**src/rtl/io_port_unit.sv**
```systemverilog
// Execute-stage I/O unit: RX/TX byte FIFOs between the core's input/output
// instructions and an external byte-stream link.
module io_port_unit #(
  parameter int RX_DEPTH = 16,
  parameter int TX_DEPTH = 16
) (
  input  logic                        clk,
  input  logic                        rstn,
  input  logic                        stall,
  input  logic                        input_en,
  input  logic                        output_en,
  input  logic                        funct3_0,
  input  logic [31:0]                 wdata,
  output logic [31:0]                 input_data,
  output logic                        io_stall,
  input  logic [7:0]                  rx_byte,
  input  logic                        rx_valid,
  output logic                        rx_ready,
  output logic [7:0]                  tx_byte,
  output logic                        tx_valid,
  input  logic                        tx_ready,
  output logic                        rx_overflow,
  output logic [$clog2(RX_DEPTH):0]   rx_count,
  output logic [$clog2(TX_DEPTH):0]   tx_count
);

  localparam int RA  = $clog2(RX_DEPTH);
  localparam int RCW = RA + 1;
  localparam int TA  = (TX_DEPTH > 1) ? $clog2(TX_DEPTH) : 1;
  localparam int TCW = $clog2(TX_DEPTH) + 1;

  logic [7:0]     rx_mem [RX_DEPTH];
  logic [7:0]     tx_mem [TX_DEPTH];
  logic [RA-1:0]  rx_wr, rx_rd;
  logic [TA-1:0]  tx_wr, tx_rd;

  logic [RCW-1:0] need;
  logic           rx_short, tx_full, commit;
  logic           rx_push, rx_pop, tx_push, tx_pop;
  logic [7:0]     b0, b1, b2, b3;

  assign need     = funct3_0 ? RCW'(4) : RCW'(1);
  assign rx_short = rx_count < need;
  // full is judged on the registered count: a same-cycle link pop does not free a slot
  assign tx_full  = tx_count == TCW'(TX_DEPTH);

  assign io_stall = rstn & ((input_en & rx_short) | (output_en & tx_full));
  assign commit   = rstn & (input_en | output_en) & ~io_stall & ~stall;
  assign rx_pop   = commit & input_en;
  assign tx_push  = commit & output_en;

  assign rx_ready = rstn & (rx_count < RCW'(RX_DEPTH));
  assign rx_push  = rx_valid & rx_ready;
  assign tx_valid = rstn & (tx_count != '0);
  assign tx_pop   = tx_valid & tx_ready;
  assign tx_byte  = tx_mem[tx_rd];

  // little-endian peek; RA-bit adds wrap at the power-of-two depth
  assign b0 = rx_mem[rx_rd];
  assign b1 = rx_mem[rx_rd + RA'(1)];
  assign b2 = rx_mem[rx_rd + RA'(2)];
  assign b3 = rx_mem[rx_rd + RA'(3)];

  always_comb begin
    input_data = '0;
    if (rx_pop)
      input_data = funct3_0 ? {b3, b2, b1, b0} : {24'b0, b0};
  end

  function automatic logic [TA-1:0] tx_inc(input logic [TA-1:0] p);
    return (p == TA'(TX_DEPTH - 1)) ? '0 : p + TA'(1);
  endfunction

  always_ff @(posedge clk) begin
    if (rx_push) rx_mem[rx_wr] <= rx_byte;
    if (tx_push) tx_mem[tx_wr] <= wdata[7:0];
  end

  always_ff @(posedge clk) begin
    if (!rstn) begin
      rx_wr       <= '0;
      rx_rd       <= '0;
      rx_count    <= '0;
      tx_wr       <= '0;
      tx_rd       <= '0;
      tx_count    <= '0;
      rx_overflow <= 1'b0;
    end else begin
      if (rx_push) rx_wr <= rx_wr + RA'(1);
      if (rx_pop)  rx_rd <= rx_rd + need[RA-1:0];
      rx_count <= rx_count + RCW'(rx_push) - (rx_pop ? need : RCW'(0));
      if (tx_push) tx_wr <= tx_inc(tx_wr);
      if (tx_pop)  tx_rd <= tx_inc(tx_rd);
      tx_count <= tx_count + TCW'(tx_push) - TCW'(tx_pop);
      if (rx_valid & ~rx_ready) rx_overflow <= 1'b1;
    end
  end

endmodule
```
**config.mk**
```make
export PLATFORM = sky130hd
export DESIGN_NAME = io_port_unit
export DESIGN_NICKNAME = d
export VERILOG_FILES = /design/src/rtl/io_port_unit.sv
export SDC_FILE = /design/constraint.sdc
export NUM_CORES = 1
export LEC_CHECK = 0
export CELL_PAD_IN_SITES_DETAIL_PLACEMENT = 0
export CELL_PAD_IN_SITES_GLOBAL_PLACEMENT = 1
export CORE_ASPECT_RATIO = 1.25
export CORE_MARGIN = 2
export CORE_UTILIZATION = 30
export CTS_CLUSTER_DIAMETER = 150
export DETAILED_ROUTE_END_ITERATION = 8
export HOLD_SLACK_MARGIN = 0.05
export PLACE_DENSITY = 0.52
export SLEW_MARGIN = 20
export SYNTH_ARGS = -nofsm -noshare
export SYNTH_HDL_FRONTEND = slang
export SYNTH_SLANG_ARGS = --single-unit
```
**constraint.sdc**
```tcl
create_clock -name clk -period 4.8 [get_ports clk]
set_input_delay 0.72 -clock clk [delete_from_list [all_inputs] [get_ports clk]]
set_output_delay 0.72 -clock clk [all_outputs]
set_load 0.05 [all_outputs]
```
==> results.toml, run 1 <==
[cts]
cts_made_buffers = 34
cts_setup_buffers = 0
cts_tree = "built"
htreeDepth = 2
clk_path_buf_depth = 3
cts_hold_buf = 0
root_buffer = "clkbuf_16"
cts_resized = 0
path_clk_slew_ns = 0.06
clock-sinks = 291
clock_latency_ns = 0.54

[synth]
synth_top_family_by_area = "multiplexers"
yosysUniqueCellTypes = 54
synthAdderAreaFrac = 0.0285
synth_top_cell_by_area = "edfxtp_1"
synth_area_leaders = "edfxtp_1 51%, mux4_2 25%, dfxtp_1 4.7%, mux2i_1 2.7%, ha_1 2.6%"
synth-compound-area-share = 0.0385
synth_top_area_share = 0.511
synthMuxAreaShare = 0.286
synth-simple-area-share = 0.0484
synth_seq_area_share = 0.558
syn_area_um2 = 15000
synth-edff-count = 256
synthCells = 843
synth-xor-area-share = 0.0109
async_reset_ff_frac = 0
avgSynthCellArea_um2 = 17.8
synth_ff_type = "edfxtp_1"
synth_seq_cells = 291
synth_nets = 924
synth-warning-count = 0

[place]
postPlaceCellArea_um2 = 16500
dp_cells = 1542
dp_hpwl_mm = 27.3
routabilityCongestion = 0.761
numPortBuffers = 77

[global_route]
grt_remaining_overflow = 0
antenna_found_initial = 1
grt_pass1_vias = 9011
grt_max_degree = 54
track_usage = 0.166
grt_pass1_wl_mm = 61.8

[power]
p_switching_mw = 1.90
p_int_mw = 5.02
power_density_nw_per_um2 = 392
p_leak_nw = 5.50
ir_drop_mv = 0.163
clkPwrFrac = 0.376
seqPwrFrac = 0.419
p_comb_frac = 0.205
switching_share = 0.275

[detailed_routing]
vias = 8488
via_per_inst = 5.31
final_antenna_net_count = 0
firstDrtPassIters = 4
drt_iter0_drc = 557
route.detailed.drc = 0
wl_per_cell_um = 26.4
wl_mm = 42.2

[timing]
hold_viol_final = 0
worst_pin_slew_ns = 0.984
fmax_mhz = 237
rsz0062_at_grt = "no"
maxSlewHeadroom = 0.344
maxSlewViolCount = 0
finClkSkew_ns = 0.00982
finalSetupViolCount = 0
post-route-period-util = 0.880
min_period_ns = 4.23
fin_tns_setup_ns = 0

[critical_path]
path_cells = "inv_2, ha_1, mux4_2, nor2b_1, a211oi_2, buf_4"
path_buf_inv = 2
end_kind = "primary output"
crit_fanout = 25
cp_slowest_stage_delay_ns = 0.83
crit_family = "adder cells"
cpMaxStageDelayCell = "ha_1"
crit_required_ns = 4.08
critPathLaunchType = "register"
crit_type = "reg -> out"
worstPathArrival_ns = 3.51

[floorplan]
core.rowCount = 91
design.die.area_um2 = 51900
ios = 102
fp.coreArea_um2 = 49400
fp.dieH_um = 254
start_util = 0.304
die_w_um = 204

[job]
cap_violations = 0

[cells_and_area]
fin_area_um2 = 17700
final_cells = 1600
drive_gt1_frac = 0.305
layout.nets = 1008
syn2layout_area_growth_pct = 17.5

[run_status]
status = "finished, final reports clean"

[worst_hold_path]
hp-class = "reg -> reg"
==> registers in the layout (all words and copies together) (netlist names), 4 cells and up, named ones only <==
| signal | count |
|---|---|
| tx_mem | 128 |
| rx_mem | 128 |
| tx_rd | 4 |
| rx_count | 5 |
| rx_wr | 4 |
| tx_count | 5 |
| tx_wr | 4 |
| rx_rd | 4 |
==> cells in the mapped netlist (9+ instances only) <==
library cell	n
edfxtp_1	256
mux4_2	164
mux2i_1	40
dfxtp_1	35
ha_1	31
nor2b_1	30
inv_1	24
and2_1	23
buf_2	21
a21oi_1	20
clkbuf_1	16
nor2_1	16
nand2_1	14
and3_1	13
o21ai_0	12
a221oi_1	10
xnor2_1	9
==> path summary, 6_finish.rpt <==
check	from	to	slack [ns]	cells past startpoint
max	rx_rd[0]	input_data[15]	0.57	6
min	rx_overflow	rx_overflow	0.47	2
max reg2reg	rx_count[2]	rx_count[4]	1.61	13
min reg2reg	rx_overflow	rx_overflow	0.47	2
==> placed cells by master (no fill, tap or decap), types with 13 or more instances in the layout <==
master and count:
nand2_1 14, nor2b_1 30, mux4_2 164, dfxtp_1 31, clkbuf_16 34, and3_1 13
inv_1 24, ha_1 31, and2_1 23, buf_4 49, edfxtp_1 256, a21oi_1 20
mux2i_1 40, clkdlybuf4s50_1 44, nor2_1 16
==> power by group through the flow <==
stage	combinational, mW	sequential (mW)	clock, mW
after detailed placement	1.43	2.96	0
after CTS	1.44	2.90	2.68
after global placement	1.44	2.96	0
after global routing	1.53	2.91	2.77
final	1.42	2.90	2.60
after floorplan	0.951	3.01	0
==> worst reg2reg max path, stage by stage (launching register included) <==
cell     delay (ns)
dfxtp_1        0.33
ha_1           0.19
nor4_1         0.52
o21ai_0        0.29
nand3_1        0.19
nor2_1         0.06
ha_1           0.27
inv_1          0.04
ha_1           0.20
fa_1           0.44
a21o_1         0.18
a21oi_1        0.18
xnor2_1        0.13
nor2_1         0.05
==> stage by stage <==
stage	hold slack (ns)	total power [mW]	util	setup WS, ns
floorplan	0.456	3.96	-	0.900
global placement	0.462	4.40	0.335	0.503
finish	0.475	6.93	0.357	0.575
global route	0.512	7.22	0.357	0.353
CTS	0.476	7.03	0.357	0.486
detailed placement	0.459	4.39	0.335	0.484
==> routing by layer <==
metal  wire length, um  vias to the layer above  global-route usage
li1                  -                     3703                   -
met1             16900                     4523               0.196
met2             22400                      192               0.300
met3              1490                       70              0.0288
met4              1390                        0              0.0627
met5                 0                        -                   0
==> final cells by class <==
class | count | area (um2)
clock buffer | 45 | 922
fill | 4692 | 31800
timing repair buffer | 104 | 1030
tap | 651 | 815
sequential | 291 | 8400
inverter | 25 | 93.8
antenna | 1 | 2.50
multi-input combinational | 471 | 6220
clock inverter | 12 | 180
==> cell families (layout without fill, tap and decap cells) <==
group | after synthesis | after routing
other | 0 | 1
adders and majority gates | 33 | 33
and+or+nand+nor | 127 | 127
buffers and inverters | 81 | 186
AOI/OAI and AO/OA | 82 | 82
DFF | 291 | 291
xor gates and xnor gates | 17 | 17
muxes | 212 | 212
(Power assumes the default switching activity.)
==> run 2: changes to the inputs <==
REMOVE_ABC_BUFFERS = 1   (was not set)
==> run 2 against run 1 <==
Global-route usage fell by 1.0 points. Combinational power barely moved. Largest cell class unchanged. Design area is 0.16% lower. Non-clock buffer count rose by 1. Flip-flop and latch count unchanged. Count of clock-buffer cells in the layout is 3 lower.
==> results.toml, run 2 (same netlist as run 1, synthesis figures left out) <==
[critical_path]
reg2reg_from = "rx_count[2]"
worstPathArrival_ns = 3.69
critPathLaunchType = "register"
crit_required_ns = 4.08
reg2reg_slack_ns = 1.62
r2r_end = "rx_count[4]"
crit_type = "reg -> out"
reg2regPathDepth = 13
crit_fanout = 16
end_kind = "primary output"

[timing]
hold_viol_final = 0
worst_pin_slew_ns = 1.01
fmax_mhz = 227
rsz0062_at_grt = "no"
maxSlewViolCount = 0
finClkSkew_ns = 0.0282
maxSlewHeadroom = 0.328
finalSetupViolCount = 0
post-route-period-util = 0.918
min_period_ns = 4.41

[worst_hold_path]
worstHoldPathCells = 2
hold_start = "rx_overflow"
holdPathEnd = "rx_overflow"
hp-class = "reg -> reg"

[global_route]
grt_max_degree = 71
grt_pass1_wl_mm = 58.3
track_usage = 0.156
grt_remaining_overflow = 0
antenna_found_initial = 0
grt_pass1_vias = 8666

[power]
ir_drop_mv = 0.201
power_density_nw_per_um2 = 388
p_total_mw = 6.84
p_leak_nw = 5.48

[place]
routabilityCongestion = 0.767
numPortBuffers = 77
dp_cells = 1543
dp_hpwl_mm = 26.4

[detailed_routing]
wl_per_cell_um = 25.1
via_per_inst = 5.26
route.detailed.drc = 0
drt_iter0_drc = 632
vias = 8445
firstDrtPassIters = 5
final_antenna_net_count = 0
wl_mm = 40.3

[cts]
cts_tree = "built"
cts_made_buffers = 34
clock_latency_ns = 0.55
cts_setup_buffers = 0
cts_resized = 0
clock-sinks = 291
clk_path_buf_depth = 3
cts_hold_buf = 0
root_buffer = "clkbuf_16"
path_clk_slew_ns = 0.06
htreeDepth = 2

[cells_and_area]
diodes = 0
final_cells = 1604
final_cell_mix = "256 x edfxtp_1, 164 x mux4_2, 51 x buf_4, 45 x clkdlybuf4s50_1, 40 x mux2i_1"
top_regs = "rx_mem x128, tx_mem x128"
mostFrequentLayoutCell = "edfxtp_1"
final_util = 0.357
layout.nets = 1009
drive_gt1_frac = 0.306
syn2layout_area_growth_pct = 17.3

[floorplan]
fp.coreArea_um2 = 49400
fp.dieH_um = 254
start_util = 0.304
design.die.area_um2 = 51900
ios = 102
core.rowCount = 91
die_w_um = 204

[job]
cap_violations = 0

[run_status]
status = "finished, final reports clean"
## run 2: routing by layer
layer / track usage / part of all wire / up-vias
li1: - / - / 3700
met3: 0.0299 / 0.049 / 64
met2: 0.285 / 0.53 / 235
met5: 0 / 0 / -
met1: 0.183 / 0.39 / 4446
met4: 0.0493 / 0.027 / 0
## run 2: report_power, final
| group | switching, mW | total (mW) | internal [mW] |
|---|---|---|---|
| registers | 0.0868 | 2.90 | 2.82 |
| logic | 0.779 | 1.41 | 0.635 |
| clock network | 1.05 | 2.52 | 1.47 |
| total | 1.92 | 6.84 | 4.92 |
## run 2: worst max-delay path by stage
stage / start / end / slack [ns] / cells after the start
finish: rx_rd[1] / input_data[17] / 0.39 / 8
CTS: rx_rd[1] / input_data[18] / 0.37 / 8
global placement: funct3_0 / rx_count[4] / 0.55 / 15
global route: rx_rd[1] / input_data[19] / 0.24 / 8
floorplan: rx_rd[0] / input_data[25] / -3.88 / 6
detailed placement: funct3_0 / rx_count[4] / 0.51 / 15
## run 2: critical path, cell delays in order, from the launching register on
cell and delay [ns]:
dfxtp_1 0.74, inv_1 0.14, ha_1 0.32, buf_4 0.23, and2_1 0.46, a221oi_1 0.44, o21ai_0 0.14, a21oi_1 0.37
buf_4 0.28
## run 2: cell type report
type                    count  area, um2
multi-input cells         471       6220
flip-flops and latches    291       8400
repair buffers            105       1010
well taps                 651        815
clock buffers              42        912
fillers                  4696      31800
clock inverters            19        179
inverters                  25       93.8
## run 2: per-stage QoR
step	instance area, um2	hold slack [ns]	setup WS, ns	setup TNS, ns
floorplan	14700	0.456	-3.88	-73.99
finish	17600	0.484	0.395	0
global placement	16500	0.458	0.548	0
global route	17600	0.504	0.241	0
CTS	17600	0.492	0.367	0
detailed placement	16500	0.478	0.508	0
